<file path="src/rtl/cdc_addr_egress_pkg.sv">
// Shared types for the address-FIFO egress stage: request field layout,
// buffer occupancy encoding and the FIFO-word unpack helper.
package cdc_addr_egress_pkg;

  localparam int REQ_ID_BITS    = 8;
  localparam int REQ_ADDR_BITS  = 32;
  localparam int REQ_LEN_BITS   = 4;
  localparam int REQ_SIZE_BITS  = 3;
  localparam int REQ_BURST_BITS = 2;
  localparam int REQ_DATA_BITS  = REQ_ID_BITS + REQ_ADDR_BITS + REQ_LEN_BITS
                                + REQ_SIZE_BITS + REQ_BURST_BITS;

  // Bit offsets of each field inside the FIFO word, LSB first.
  localparam int BURST_LSB = 0;
  localparam int SIZE_LSB  = BURST_LSB + REQ_BURST_BITS;
  localparam int LEN_LSB   = SIZE_LSB + REQ_SIZE_BITS;
  localparam int ADDR_LSB  = LEN_LSB + REQ_LEN_BITS;
  localparam int ID_LSB    = ADDR_LSB + REQ_ADDR_BITS;

  typedef struct packed {
    logic [REQ_ID_BITS-1:0]    id;
    logic [REQ_ADDR_BITS-1:0]  addr;
    logic [REQ_LEN_BITS-1:0]   len;
    logic [REQ_SIZE_BITS-1:0]  size;
    logic [REQ_BURST_BITS-1:0] burst;
  } addr_req_t;

  typedef enum logic [1:0] {
    OCC_EMPTY = 2'd0,
    OCC_ONE   = 2'd1,
    OCC_TWO   = 2'd2
  } occ_e;

  function automatic addr_req_t unpack_word(input logic [REQ_DATA_BITS-1:0] w);
    addr_req_t r;
    r.id    = w[ID_LSB    +: REQ_ID_BITS];
    r.addr  = w[ADDR_LSB  +: REQ_ADDR_BITS];
    r.len   = w[LEN_LSB   +: REQ_LEN_BITS];
    r.size  = w[SIZE_LSB  +: REQ_SIZE_BITS];
    r.burst = w[BURST_LSB +: REQ_BURST_BITS];
    return r;
  endfunction

endpackage

</file>
<file path="src/rtl/cdc_addr_egress_if.sv">
// Downstream address request channel: valid/ready plus unpacked request fields.
interface cdc_addr_egress_if
  import cdc_addr_egress_pkg::*;
#(
  parameter int ID_BITS    = REQ_ID_BITS,
  parameter int ADDR_BITS  = REQ_ADDR_BITS,
  parameter int LEN_BITS   = REQ_LEN_BITS,
  parameter int SIZE_BITS  = REQ_SIZE_BITS,
  parameter int BURST_BITS = REQ_BURST_BITS
) ();

  logic                  m_valid;
  logic                  m_ready;
  logic [ID_BITS-1:0]    m_id;
  logic [ADDR_BITS-1:0]  m_addr;
  logic [LEN_BITS-1:0]   m_len;
  logic [SIZE_BITS-1:0]  m_size;
  logic [BURST_BITS-1:0] m_burst;

  modport master (
    output m_valid, m_id, m_addr, m_len, m_size, m_burst,
    input  m_ready
  );

  modport slave (
    input  m_valid, m_id, m_addr, m_len, m_size, m_burst,
    output m_ready
  );

endinterface

</file>
<file path="src/rtl/cdc_addr_egress_skid_buf2.sv">
// Two-entry valid/ready buffer with registered output; the head entry drives
// the output directly so downstream sees flop outputs only.
module cdc_addr_egress_skid_buf2
  import cdc_addr_egress_pkg::*;
(
  input  logic      clk,
  input  logic      rst,
  input  logic      in_valid_i,
  output logic      in_ready_o,
  input  addr_req_t in_data_i,
  output logic      out_valid_o,
  input  logic      out_ready_i,
  output addr_req_t out_data_o,
  output occ_e      occ_o
);

  occ_e      occ_q;
  addr_req_t head_q;
  addr_req_t tail_q;
  logic      push;
  logic      pop;

  assign pop        = (occ_q != OCC_EMPTY) && out_ready_i;
  // A pop in the same cycle frees the slot the new word will land in.
  assign in_ready_o = (occ_q != OCC_TWO) || pop;
  assign push       = in_valid_i && in_ready_o;

  always_ff @(posedge clk or posedge rst) begin
    if (rst) begin
      occ_q  <= OCC_EMPTY;
      // NOTE: both payload entries are reset as well, so the request fields
      // read as zero out of reset rather than as stale or unknown data.
      head_q <= '0;
      tail_q <= '0;
    end else begin
      // NOTE: non-blocking assignments here so head_q <= tail_q below picks
      // up the pre-edge tail, not a value written earlier in this block.
      unique case (occ_q)
        OCC_EMPTY: begin
          if (push) begin
            head_q <= in_data_i;
            occ_q  <= OCC_ONE;
          end
        end
        OCC_ONE: begin
          unique case ({push, pop})
            2'b10: begin
              tail_q <= in_data_i;
              occ_q  <= OCC_TWO;
            end
            2'b01: occ_q  <= OCC_EMPTY;
            2'b11: head_q <= in_data_i;
            default: ;
          endcase
        end
        OCC_TWO: begin
          if (pop) begin
            head_q <= tail_q;
            if (push) tail_q <= in_data_i;
            else      occ_q  <= OCC_ONE;
          end
        end
        default: occ_q <= OCC_EMPTY;
      endcase
    end
  end

  assign out_valid_o = (occ_q != OCC_EMPTY);
  assign out_data_o  = head_q;
  assign occ_o       = occ_q;

endmodule

</file>
<file path="src/rtl/cdc_addr_egress.sv">
// Read-side consumer of the clock-crossing address FIFO: pops words under a
// credit limit, buffers two, issues them downstream and tracks completions.
module cdc_addr_egress
  import cdc_addr_egress_pkg::*;
#(
  parameter  int DATA_BITS       = REQ_DATA_BITS,
  parameter  int ID_BITS         = REQ_ID_BITS,
  parameter  int ADDR_BITS       = REQ_ADDR_BITS,
  parameter  int LEN_BITS        = REQ_LEN_BITS,
  parameter  int SIZE_BITS       = REQ_SIZE_BITS,
  parameter  int BURST_BITS      = REQ_BURST_BITS,
  parameter  int MAX_OUTSTANDING = 4,
  localparam int CNT_BITS        = $clog2(MAX_OUTSTANDING + 1)
) (
  input  logic                     clk,
  input  logic                     rst,
  input  logic                     fifo_not_empty_i,
  input  logic [DATA_BITS-1:0]     fifo_r_data_i,
  output logic                     fifo_rd_en_o,
  cdc_addr_egress_if.master        m_if,
  input  logic                     rsp_done_i,
  output logic [CNT_BITS-1:0]      outstanding_o,
  output logic                     err_underflow_o
);

  addr_req_t           in_data;
  addr_req_t           head;
  occ_e                occ;
  logic                in_valid;
  logic                in_ready;
  logic                out_valid;
  logic                pop;
  logic                credit_ok;
  logic [CNT_BITS:0]   in_flight;
  logic [CNT_BITS-1:0] outstanding_q;
  logic                err_underflow_q;

  assign in_data = unpack_word(fifo_r_data_i);
  assign pop     = out_valid && m_if.m_ready;

  // Buffered words count against the credit limit as well as issued ones; a
  // pop only moves a credit from the buffer into outstanding_q.
  assign in_flight = (CNT_BITS + 1)'(occ) + {1'b0, outstanding_q};
  assign credit_ok = in_flight < (CNT_BITS + 1)'(MAX_OUTSTANDING);

  // Gated by rst so no pop is requested while the FIFO is being reset too.
  assign in_valid     = fifo_not_empty_i && credit_ok && !rst;
  assign fifo_rd_en_o = in_valid && in_ready;

  cdc_addr_egress_skid_buf2 u_buf (
    .clk         (clk),
    .rst         (rst),
    .in_valid_i  (in_valid),
    .in_ready_o  (in_ready),
    .in_data_i   (in_data),
    .out_valid_o (out_valid),
    .out_ready_i (m_if.m_ready),
    .out_data_o  (head),
    .occ_o       (occ)
  );

  always_ff @(posedge clk or posedge rst) begin
    if (rst) begin
      outstanding_q   <= '0;
      err_underflow_q <= 1'b0;
    end else begin
      unique case ({pop, rsp_done_i})
        2'b10: outstanding_q <= outstanding_q + CNT_BITS'(1);
        2'b01: begin
          if (outstanding_q == '0) err_underflow_q <= 1'b1;
          else                     outstanding_q   <= outstanding_q - CNT_BITS'(1);
        end
        // Pop with completion nets to zero, including at a count of zero.
        default: ;
      endcase
    end
  end

  assign m_if.m_valid    = out_valid;
  assign m_if.m_id       = ID_BITS'(head.id);
  assign m_if.m_addr     = ADDR_BITS'(head.addr);
  assign m_if.m_len      = LEN_BITS'(head.len);
  assign m_if.m_size     = SIZE_BITS'(head.size);
  assign m_if.m_burst    = BURST_BITS'(head.burst);
  assign outstanding_o   = outstanding_q;
  assign err_underflow_o = err_underflow_q;

`ifndef SYNTHESIS
  a_credit_bound: assert property (@(posedge clk) disable iff (rst)
    in_flight <= (CNT_BITS + 1)'(MAX_OUTSTANDING));

  a_rd_needs_data: assert property (@(posedge clk) disable iff (rst)
    fifo_rd_en_o |-> fifo_not_empty_i);

  a_hold_stall: assert property (@(posedge clk) disable iff (rst)
    (out_valid && !m_if.m_ready) |=> (out_valid && $stable(head)));
`endif

endmodule

</file>
<file path="src/flat_wrapper.sv">
// flat-port wrapper written by rule: the top's interface ports become plain ports
module cdc_addr_egress_flat import cdc_addr_egress_pkg::*;
#(
  parameter  int DATA_BITS       = REQ_DATA_BITS,
  parameter  int ID_BITS         = REQ_ID_BITS,
  parameter  int ADDR_BITS       = REQ_ADDR_BITS,
  parameter  int LEN_BITS        = REQ_LEN_BITS,
  parameter  int SIZE_BITS       = REQ_SIZE_BITS,
  parameter  int BURST_BITS      = REQ_BURST_BITS,
  parameter  int MAX_OUTSTANDING = 4,
  localparam int CNT_BITS        = $clog2(MAX_OUTSTANDING + 1)
)
  (clk, rst, fifo_not_empty_i, fifo_r_data_i, fifo_rd_en_o, rsp_done_i, outstanding_o, err_underflow_o, m_if_m_valid, m_if_m_id, m_if_m_addr, m_if_m_len, m_if_m_size, m_if_m_burst, m_if_m_ready);
  cdc_addr_egress_if #(.ID_BITS(ID_BITS), .ADDR_BITS(ADDR_BITS), .LEN_BITS(LEN_BITS), .SIZE_BITS(SIZE_BITS), .BURST_BITS(BURST_BITS)) m_if_i ();
  input  logic clk;
  input  logic rst;
  input  logic fifo_not_empty_i;
  input  logic [DATA_BITS-1:0] fifo_r_data_i;
  output logic fifo_rd_en_o;
  input  logic rsp_done_i;
  output logic [CNT_BITS-1:0] outstanding_o;
  output logic err_underflow_o;
  output wire logic [$bits(m_if_i.m_valid)-1:0] m_if_m_valid;
  output wire logic [$bits(m_if_i.m_id)-1:0] m_if_m_id;
  output wire logic [$bits(m_if_i.m_addr)-1:0] m_if_m_addr;
  output wire logic [$bits(m_if_i.m_len)-1:0] m_if_m_len;
  output wire logic [$bits(m_if_i.m_size)-1:0] m_if_m_size;
  output wire logic [$bits(m_if_i.m_burst)-1:0] m_if_m_burst;
  input wire logic [$bits(m_if_i.m_ready)-1:0] m_if_m_ready;
  assign m_if_m_valid = m_if_i.m_valid;
  assign m_if_m_id = m_if_i.m_id;
  assign m_if_m_addr = m_if_i.m_addr;
  assign m_if_m_len = m_if_i.m_len;
  assign m_if_m_size = m_if_i.m_size;
  assign m_if_m_burst = m_if_i.m_burst;
  assign m_if_i.m_ready = m_if_m_ready;
  cdc_addr_egress #(.DATA_BITS(DATA_BITS), .ID_BITS(ID_BITS), .ADDR_BITS(ADDR_BITS), .LEN_BITS(LEN_BITS), .SIZE_BITS(SIZE_BITS), .BURST_BITS(BURST_BITS), .MAX_OUTSTANDING(MAX_OUTSTANDING)) u_core (.clk(clk), .rst(rst), .fifo_not_empty_i(fifo_not_empty_i), .fifo_r_data_i(fifo_r_data_i), .fifo_rd_en_o(fifo_rd_en_o), .m_if(m_if_i), .rsp_done_i(rsp_done_i), .outstanding_o(outstanding_o), .err_underflow_o(err_underflow_o));
endmodule
</file>
<file path="config.mk">
export PLATFORM = sky130hd
export DESIGN_NAME = cdc_addr_egress_flat
export DESIGN_NICKNAME = d
export VERILOG_FILES = /design/src/rtl/cdc_addr_egress_pkg.sv /design/src/rtl/cdc_addr_egress_if.sv /design/src/rtl/cdc_addr_egress_skid_buf2.sv /design/src/rtl/cdc_addr_egress.sv /design/src/flat_wrapper.sv
export SDC_FILE = /design/constraint.sdc
export NUM_CORES = 1
export LEC_CHECK = 0
export CORE_ASPECT_RATIO = 0.8
export CORE_MARGIN = 3
export CORE_UTILIZATION = 54
export DETAILED_ROUTE_END_ITERATION = 8
export PLACE_DENSITY = 0.81
export SYNTH_ARGS = -nofsm -noshare
export SYNTH_HDL_FRONTEND = slang
export SYNTH_SLANG_ARGS = --single-unit
export TNS_END_PERCENT = 1
</file>
<file path="constraint.sdc">
create_clock -name clk -period 10.8 [get_ports clk]
set_input_delay 3.24 -clock clk [delete_from_list [all_inputs] [get_ports clk]]
set_output_delay 3.24 -clock clk [all_outputs]
set_load 0.03 [all_outputs]
</file>
==> results of run 1 <==
path summary, 6_finish.rpt:
path / start / to / slack [ps]
max: rst / fifo_rd_en_o / 2320
min: u_core.u_buf.out_data_o[1] / u_core.u_buf.out_data_o[1] / 490
max reg2reg: u_core.u_buf.occ_o[1] / u_core.u_buf.out_data_o[35] / 7770
min reg2reg: u_core.u_buf.out_data_o[1] / u_core.u_buf.out_data_o[1] / 490
max in group asynchronous: rst / u_core.u_buf.tail_q[17] / 6300
min in group asynchronous: rst / u_core.outstanding_o[0] / 3380
power by group through the flow:
| stage | sequential [W] | combinational [W] | clock (W) |
|---|---|---|---|
| after detailed placement | 0.000706 | 0.000986 | 0 |
| after CTS | 0.000699 | 0.000988 | 0.000253 |
| after floorplan | 0.000876 | 0.000487 | 0 |
| final | 0.000698 | 0.000973 | 0.000245 |
| after global placement | 0.000692 | 0.000961 | 0 |
| after global routing | 0.000724 | 0.00104 | 0.000269 |
registers in the layout, summed over array words and instances (netlist names):
register	count
u_core.u_buf.tail_q	49
u_core.outstanding_o	3
u_core.u_buf.occ_o	2
u_core.err_underflow_o	1
u_core.u_buf.out_data_o	49
layer usage:
layer,up-vias,routed length (um)
li1,1360,-
met1,1478,4224
met2,68,4700
met3,10,498
met4,0,99
met5,-,0
logic make-up after synthesis:
kind of cell,Yosys count,synth area share (%)
xor gates and xnor gates,1,0.1854
and+or+nand+nor,18,2.171
DFF,104,55.07
buffers and inverters,25,2.701
muxes,149,35.45
adders and majority gates,5,1.483
AOI/OAI and AO/OA,18,2.939
cells in the final DEF (no fill, tap or decap), types with 2 or more instances in the layout:
cell / netlist / routed
sky130_fd_sc_hd__a21oi_1: 4 / 4
sky130_fd_sc_hd__a22oi_1: 2 / 2
sky130_fd_sc_hd__buf_4: 3 / 5
sky130_fd_sc_hd__clkbuf_8: 0 / 10
sky130_fd_sc_hd__clkdlybuf4s50_1: 0 / 108
sky130_fd_sc_hd__clkinvlp_4: 0 / 3
sky130_fd_sc_hd__dfrtp_1: 104 / 104
sky130_fd_sc_hd__ha_1: 4 / 4
sky130_fd_sc_hd__inv_1: 7 / 6
sky130_fd_sc_hd__mux2_1: 6 / 6
sky130_fd_sc_hd__mux2_2: 141 / 141
sky130_fd_sc_hd__mux2i_1: 2 / 2
sky130_fd_sc_hd__nand2_1: 2 / 2
sky130_fd_sc_hd__nand2b_1: 2 / 2
sky130_fd_sc_hd__nand3_1: 2 / 2
sky130_fd_sc_hd__nor2_1: 5 / 5
sky130_fd_sc_hd__nor2b_1: 3 / 2
sky130_fd_sc_hd__o21ai_0: 4 / 4
sky130_fd_sc_hd__or2_2: 2 / 2
through the flow:
stage	utilization [%]	hold WS, ps	area [um^2]	setup WS (ps)	std cells
2_1_floorplan	-	475.0	4726	3255	320
3_3_place_gp	71.76	445.0	5884	2326	523
3_5_place_dp	71.76	469.7	5884	2291	523
4_1_cts	74.24	492.5	6088	2293	539
5_1_grt	74.24	515.4	6088	2218	539
6_report	74.24	492.9	6088	2317	539
layout make-up:
type / count / area, um^2
tap: 108 / 135.1
clock inverter: 6 / 66.31
multi-input combinational: 191 / 1999
fill: 584 / 2112
inverter: 7 / 28.78
clock buffer: 10 / 137.6
sequential: 104 / 2603
timing repair buffer: 113 / 1119
==> impl_results.md, run 1 <==
* Crit path time final at about 8500 ps
* Crit-path max cell delay at around 710 ps
* Overall Global Routing Usage at 19.86%
* Required time of the critical path at 7560 ps
* Clock Tree Root: sky130_fd_sc_hd__clkbuf_8
* Clock transition at the registers of the reported paths at about 90 ps
* Clock sink count at about 100
* Transition time at the pin with the least slew margin at about 670 ps
* Run status: finished, final reports clean
* CTS max path bufs at 2
* Vias at between 2k and 3k
* Share of final-layout standard cells stronger than drive strength 1 at 39.21%
* Synth-to-layout area growth at 28.83%
* Worst VDD drop at between 0.00015 and 0.0002 V
* Final setup violating endpoints at 0
* Sw Share at around 37%
* Number of H-tree levels at 3
* Fraction of registers with async set/reset at 100.0%
* Initial core utilization at 57.63%
* Most numerous cell in the Yosys netlist: sky130_fd_sc_hd__mux2_2
* Met2 track demand over resource in global routing at between 30 and 40%
* Cell count after synthesis at 320
* Synthesis-stage register bit count at ~100
* Met1 global-route usage at between 20% and 30%
* Worst slew margin at a little under three fifths
* Post-synthesis net count at between 300 and 400
* Core region area at just over 0.008 mm^2
* Maximum fanout along the worst path at 5
* I/O Buffers at 108
* Seq pwr share at between 30% and 40%
* Synth area leaders: sky130_fd_sc_hd__dfrtp_1 (55%), sky130_fd_sc_hd__mux2_2 (34%), sky130_fd_sc_hd__mux2_1 (1.4%), sky130_fd_sc_hd__ha_1 (1.1%), sky130_fd_sc_hd__buf_2 (0.64%)
* Worst path slowest cell: sky130_fd_sc_hd__clkdlybuf4s50_1
* Switching power at ~0.0007 W
* Cell family with the largest share of critical-path delay: buffers and inverters
* Max_cap viols at 0
* Most numerous cell on the critical path: sky130_fd_sc_hd__clkdlybuf4s50_1
* Cell-by-cell listing of the critical path: clkdlybuf4s50_1 > or4b_4 > nor2_1 > clkdlybuf4s50_1
* Antenna-violating nets left at 0
* Met3 usage in global routing at under 10%
* Quantity of hold-fixing buffers added after cts at 0
* Setup repair after global routing missed its margin: false
* Number of flops mapped to enable cells by yosys at 0
* # diodes at 0
* Final Wtd Congestion at approximately 0.78
* Cell count of the worst reg-to-reg path at 8
* Hold Crit Depth at 1
* Overall power at 0.001916 W
* Die Span Y at between 80 and 90 um
* Violation count after the first detailed-route iteration at ~160
* Final Net Count at a little under 500
* Wire length of the first global-routing pass at between 15000 and 20000 um
* Final routed wirelength across all metal layers at between 9000 and 10000 um
* Count of unresolved DRC violations after routing at 0
* Final setup TNS at 0 ps
* Fmax at ~120 MHz
* Total number of cells along the worst setup path at 4
* Iteration count of the initial detailed-routing pass at 4
* Netlist area before placement at around 0.0047 mm^2
* Largest area contributor in the netlist: sky130_fd_sc_hd__dfrtp_1
* Critical path buffers and inverters at 2
* Avg Inst Size Synth at 14.77 um^2
* Type of element launching the critical path: primary input
* Power density over the cells at 314.8 mW/mm^2
* Area share of the leading cell type in the synthesized netlist at a little under three fifths
* Count of pins over their slew limit at 0
* Standard-cell row count at 29
* Yosys synthesis warning count at 0
* Crit path capture type: output port
* Path class of the lowest-slack min-delay path: register to register
* Cell internal pwr at 0.001201 W
* Sequential element share of the synthesized area at between 50% and 60%
* Number of vias per cell at about 5.4
* Antenna violations before repair at 0
* Die outline area at approximately 0.0099 mm^2
* Number of endpoints with negative hold slack in the final report at 0
* Leakage power at ~2.6 nW
* Wire length per cell at 17.67 um
* Leading register cell type out of synthesis: sky130_fd_sc_hd__dfrtp_1
* Layout Skew at ~14 ps
* Clk pwr share at between 10% and 20%
* Die extent in x at 110.6 um
* Arrival @ worst endpoint at ~5200 ps
* Combinational share of power at 50.8%
* Maximum number of pins on one net before global-route repair at 55
* Most heavily used metal layer in global routing: met2
* Vias in the first global route at ~3.1k
* Detailed-placement wirelength estimate at roughly 6700 um
* Post-CTS Setup Inserts at 0
* Residual overflow from global routing at 0
* Top cells by instance count after synthesis: sky130_fd_sc_hd__mux2_2 (141), sky130_fd_sc_hd__dfrtp_1 (104), sky130_fd_sc_hd__clkbuf_1 (7), sky130_fd_sc_hd__inv_1 (7)
* Portion of the clock cycle consumed by the worst path in the final layout at between 70% and 80%
* Category of the critical setup timing path: primary input to output port
* TritonCTS buffer count at 9
* Top-Level Pins at around 110
* CTS tree: yes
* Insertion delay to the later sink of the worst-skew pair at ~350 ps
* Post-cts repair resize count at 0
* Number of distinct library cell variants in the gate-level netlist after synthesis at 31
Note: power is estimated with default switching activity, not from simulation.
==> inputs of run 2 (changes only) <==
--- a/config.mk
+++ b/config.mk
@@ -7,9 +7,9 @@
 export LEC_CHECK = 0
 export CORE_ASPECT_RATIO = 0.8
 export CORE_MARGIN = 3
-export CORE_UTILIZATION = 54
+export CORE_UTILIZATION = 50
 export DETAILED_ROUTE_END_ITERATION = 8
-export PLACE_DENSITY = 0.81
+export PLACE_DENSITY = 0.76
 export SYNTH_ARGS = -nofsm -noshare
 export SYNTH_HDL_FRONTEND = slang
 export SYNTH_SLANG_ARGS = --single-unit
==> constraint.sdc (replaced) <==
create_clock -name clk -period 8.1 [get_ports clk]
set_input_delay 2.43 -clock clk [delete_from_list [all_inputs] [get_ports clk]]
set_output_delay 2.43 -clock clk [all_outputs]
set_load 0.03 [all_outputs]
==> run 2 against run 1 <==
Total power grew 39%. Worst setup slack lost 1100 ps. Sequential power grew 33%. Cell area grew 2.0%. Largest cell class unchanged.
==> impl_results.md, run 2 (synthesis results as in run 1) <==
* Max_cap viols at 0 (unchanged)
* Category of the critical setup timing path: primary input to output port
* Clock sink count at 104 (unchanged)
* Commonest cells after routing, fill and taps aside: sky130_fd_sc_hd__mux2_2 (141), sky130_fd_sc_hd__clkdlybuf4s50_1 (108), sky130_fd_sc_hd__dfrtp_1 (104), sky130_fd_sc_hd__clkbuf_16 (9)
* Share of final-layout standard cells stronger than drive strength 1 at 39.12% (-0.091 points)
* Setup repair after global routing missed its margin: false
* Synth-to-layout area growth at 31.40%
* Fillcell total at 679 (+16%)
* Combinational share of power at 48.8% (-2.0 points)
* Number of endpoints with negative hold slack in the final report at 0 (unchanged)
* Maximum fanout along the worst path at 5 (unchanged)
* Post-cts repair resize count at 0 (unchanged)
* Transition time at the pin with the least slew margin at 1000 ps (+326.0 ps)
* Detailed-placement wirelength estimate at 6475 um (-2.7%)
* Insertion delay to the later sink of the worst-skew pair at 340 ps (about the same)
* Wire length per cell at 17.64 um (-0.14%)
* Cell-by-cell listing of the critical path: clkdlybuf4s50_1 > or4b_4 > nor2_1 > clkdlybuf4s50_1
* I/O Buffers at 108 (unchanged)
* Portion of the clock cycle consumed by the worst path in the final layout at approximately 85%
* Switching power at 0.0009613 W (+34%)
* Required time of the critical path at 5670 ps (-1890 ps)
* Die Span Y at 92.96 um (+3.7%)
* Final setup violating endpoints at 0 (unchanged)
* Crit path time final at ~7000 ps
* Post-CTS Setup Inserts at 0 (unchanged)
* Post-Place Cells at 531 (+1.5%)
* Quantity of hold-fixing buffers added after cts at 0 (unchanged)
* Type of element launching the critical path: primary input
* Fmax at 145.8 MHz
* Clk pwr share at 16.3% (+3.5 points)
* Number of H-tree levels at 3 (unchanged)
* Layout Skew at 10.02 ps (-4.204 ps)
* Final setup TNS at 0 ps (unchanged)
* Cell Count, Final, Fillers Out at 547 (+1.5%)
* Seq pwr share at 34.9% (-1.5 points)
* Number of vias per cell at 5.298 (-2.1%)
* Sw Share at 35.97% (-1.4 points)
* Cell internal pwr at 0.001711 W (+43%)
* Maximum number of pins on one net before global-route repair at 80 (+45%)
* Initial core utilization at 51.85% (-5.8 points)
* Violation count after the first detailed-route iteration at 89 (-44%)
* CTS max path bufs at 2 (unchanged)
* Worst slew margin at 33.31% (-22 points)
* Die extent in x at 114.7 um (+3.7%)
* Final Wtd Congestion at 0.8207 (+5.1%)
* Count of pins over their slew limit at 0 (unchanged)
* Wire length of the first global-routing pass at 15920 um (+1.9%)
* Worst path slowest cell: sky130_fd_sc_hd__clkdlybuf4s50_1
* # diodes at 0 (unchanged)
* Arrival @ worst endpoint at 4430 ps (-810 ps)
* Residual overflow from global routing at 0 (unchanged)
* Antenna-violating nets left at 0 (unchanged)
* Worst VDD drop at 0.0002699 V (+39%)
* Vias in the first global route at 3146 (-0.032%)
* Run status: finished, final reports clean
* Clock transition at the registers of the reported paths at 70 ps (-20 ps)
* Core region area at 0.009115 mm^2 (+11%)
* Path class of the lowest-slack min-delay path: register to register
* Iteration count of the initial detailed-routing pass at 4 (unchanged)
* Power density over the cells at 430.4 mW/mm^2 (+37%)
* Final Net Count at 486 (+0.21%)
* Final routed wirelength across all metal layers at 9650 um (+1.3%)
* CTS tree: yes
* Antenna violations before repair at 0 (unchanged)
* Overall Global Routing Usage at 19.12% (-0.74 points)
* Vias at 2898 (-0.62%)
* TritonCTS buffer count at 9 (unchanged)
* Standard-cell row count at 31 (+6.9%)
* Crit path capture type: output port
* Count of unresolved DRC violations after routing at 0 (unchanged)
* Leakage power at 2.628 nW (+2.5%)
* Top-Level Pins at 109 (unchanged)
* Most numerous cell on the critical path: sky130_fd_sc_hd__clkdlybuf4s50_1
* Die outline area at 0.01066 mm^2 (+7.5%)
* Crit-path max cell delay at 710 ps (about the same)
* Clock Tree Root: sky130_fd_sc_hd__clkbuf_16
* Most common cell after layout, fill and taps aside: sky130_fd_sc_hd__mux2_2
==> run 2: cell count changes in the layout (fill, tap and decap cells not counted), sizes merged <==
cell      before  now
clkinv         1    3
clkinvlp       3    0
clkbuf        10   12
inv            8    7
buf            5    6
==> run 2: worst paths after layout <==
kind / start / endpoint / slack, ps / depth (start not counted)
max in group asynchronous: rst / u_core.u_buf.tail_q[16] / 4340 / 3
min in group asynchronous: rst / u_core.u_buf.occ_o[0] / 2460 / 2
worst max register to register: u_core.u_buf.occ_o[1] / u_core.u_buf.tail_q[15] / 5000 / 7
worst max-delay path: rst / fifo_rd_en_o / 1240 / 4
worst min register to register: u_core.err_underflow_o / u_core.err_underflow_o / 470 / 2
worst min-delay path: u_core.err_underflow_o / u_core.err_underflow_o / 470 / 2
==> run 2: layout make-up <==
class	instances	area [um^2]	share of cell area, %
Sequential cell	104	2603	41.91
Inverter	7	28.78	0.4634
Clock inverter	4	52.55	0.8463
Multi-Input combinational cell	191	1999	32.20
Timing Repair Buffer	114	1126	18.13
Clock buffer	12	256.5	4.131
Tap cell	115	143.9	2.317
==> run 2: worst max-delay path, delay by kind of cell <==
family | cells | cell delay, ps
buffers and inverters | 2 | 1190
AND/OR/NAND/NOR | 2 | 810
==> run 2: layer usage <==
layer | vias up | part of all wire, % | GRT usage, %
met4 | 0 | 1.3 | 4.497
met5 | - | 0 | 0
met3 | 13 | 6.5 | 7.250
li1 | 1357 | - | -
met2 | 81 | 47 | 29.99
met1 | 1447 | 45 | 25.28
==> run 2: power groups by stage <==
stage	Combinational [W]	Sequential, W	Clock (W)
6_report	0.00130	0.000931	0.000437
5_1_grt	0.00139	0.000969	0.000476
4_1_cts	0.00132	0.000933	0.000456
3_5_place_dp	0.00132	0.000939	0
3_3_place_gp	0.00130	0.000923	0
2_1_floorplan	0.000649	0.00117	0
==> run 2: stage by stage <==
stage	power (W)	utilization (%)	area [um^2]	hold WS (ps)	worst slack, ps
2_1_floorplan	0.001817	-	4726	475.0	2175
3_3_place_gp	0.002219	64.74	5901	460.5	1257
3_5_place_dp	0.002256	64.74	5901	459.5	1241
4_1_cts	0.002711	68.13	6210	477.6	1238
5_1_grt	0.002835	68.13	6210	505.3	1138
6_report	0.002672	68.13	6210	473.9	1240
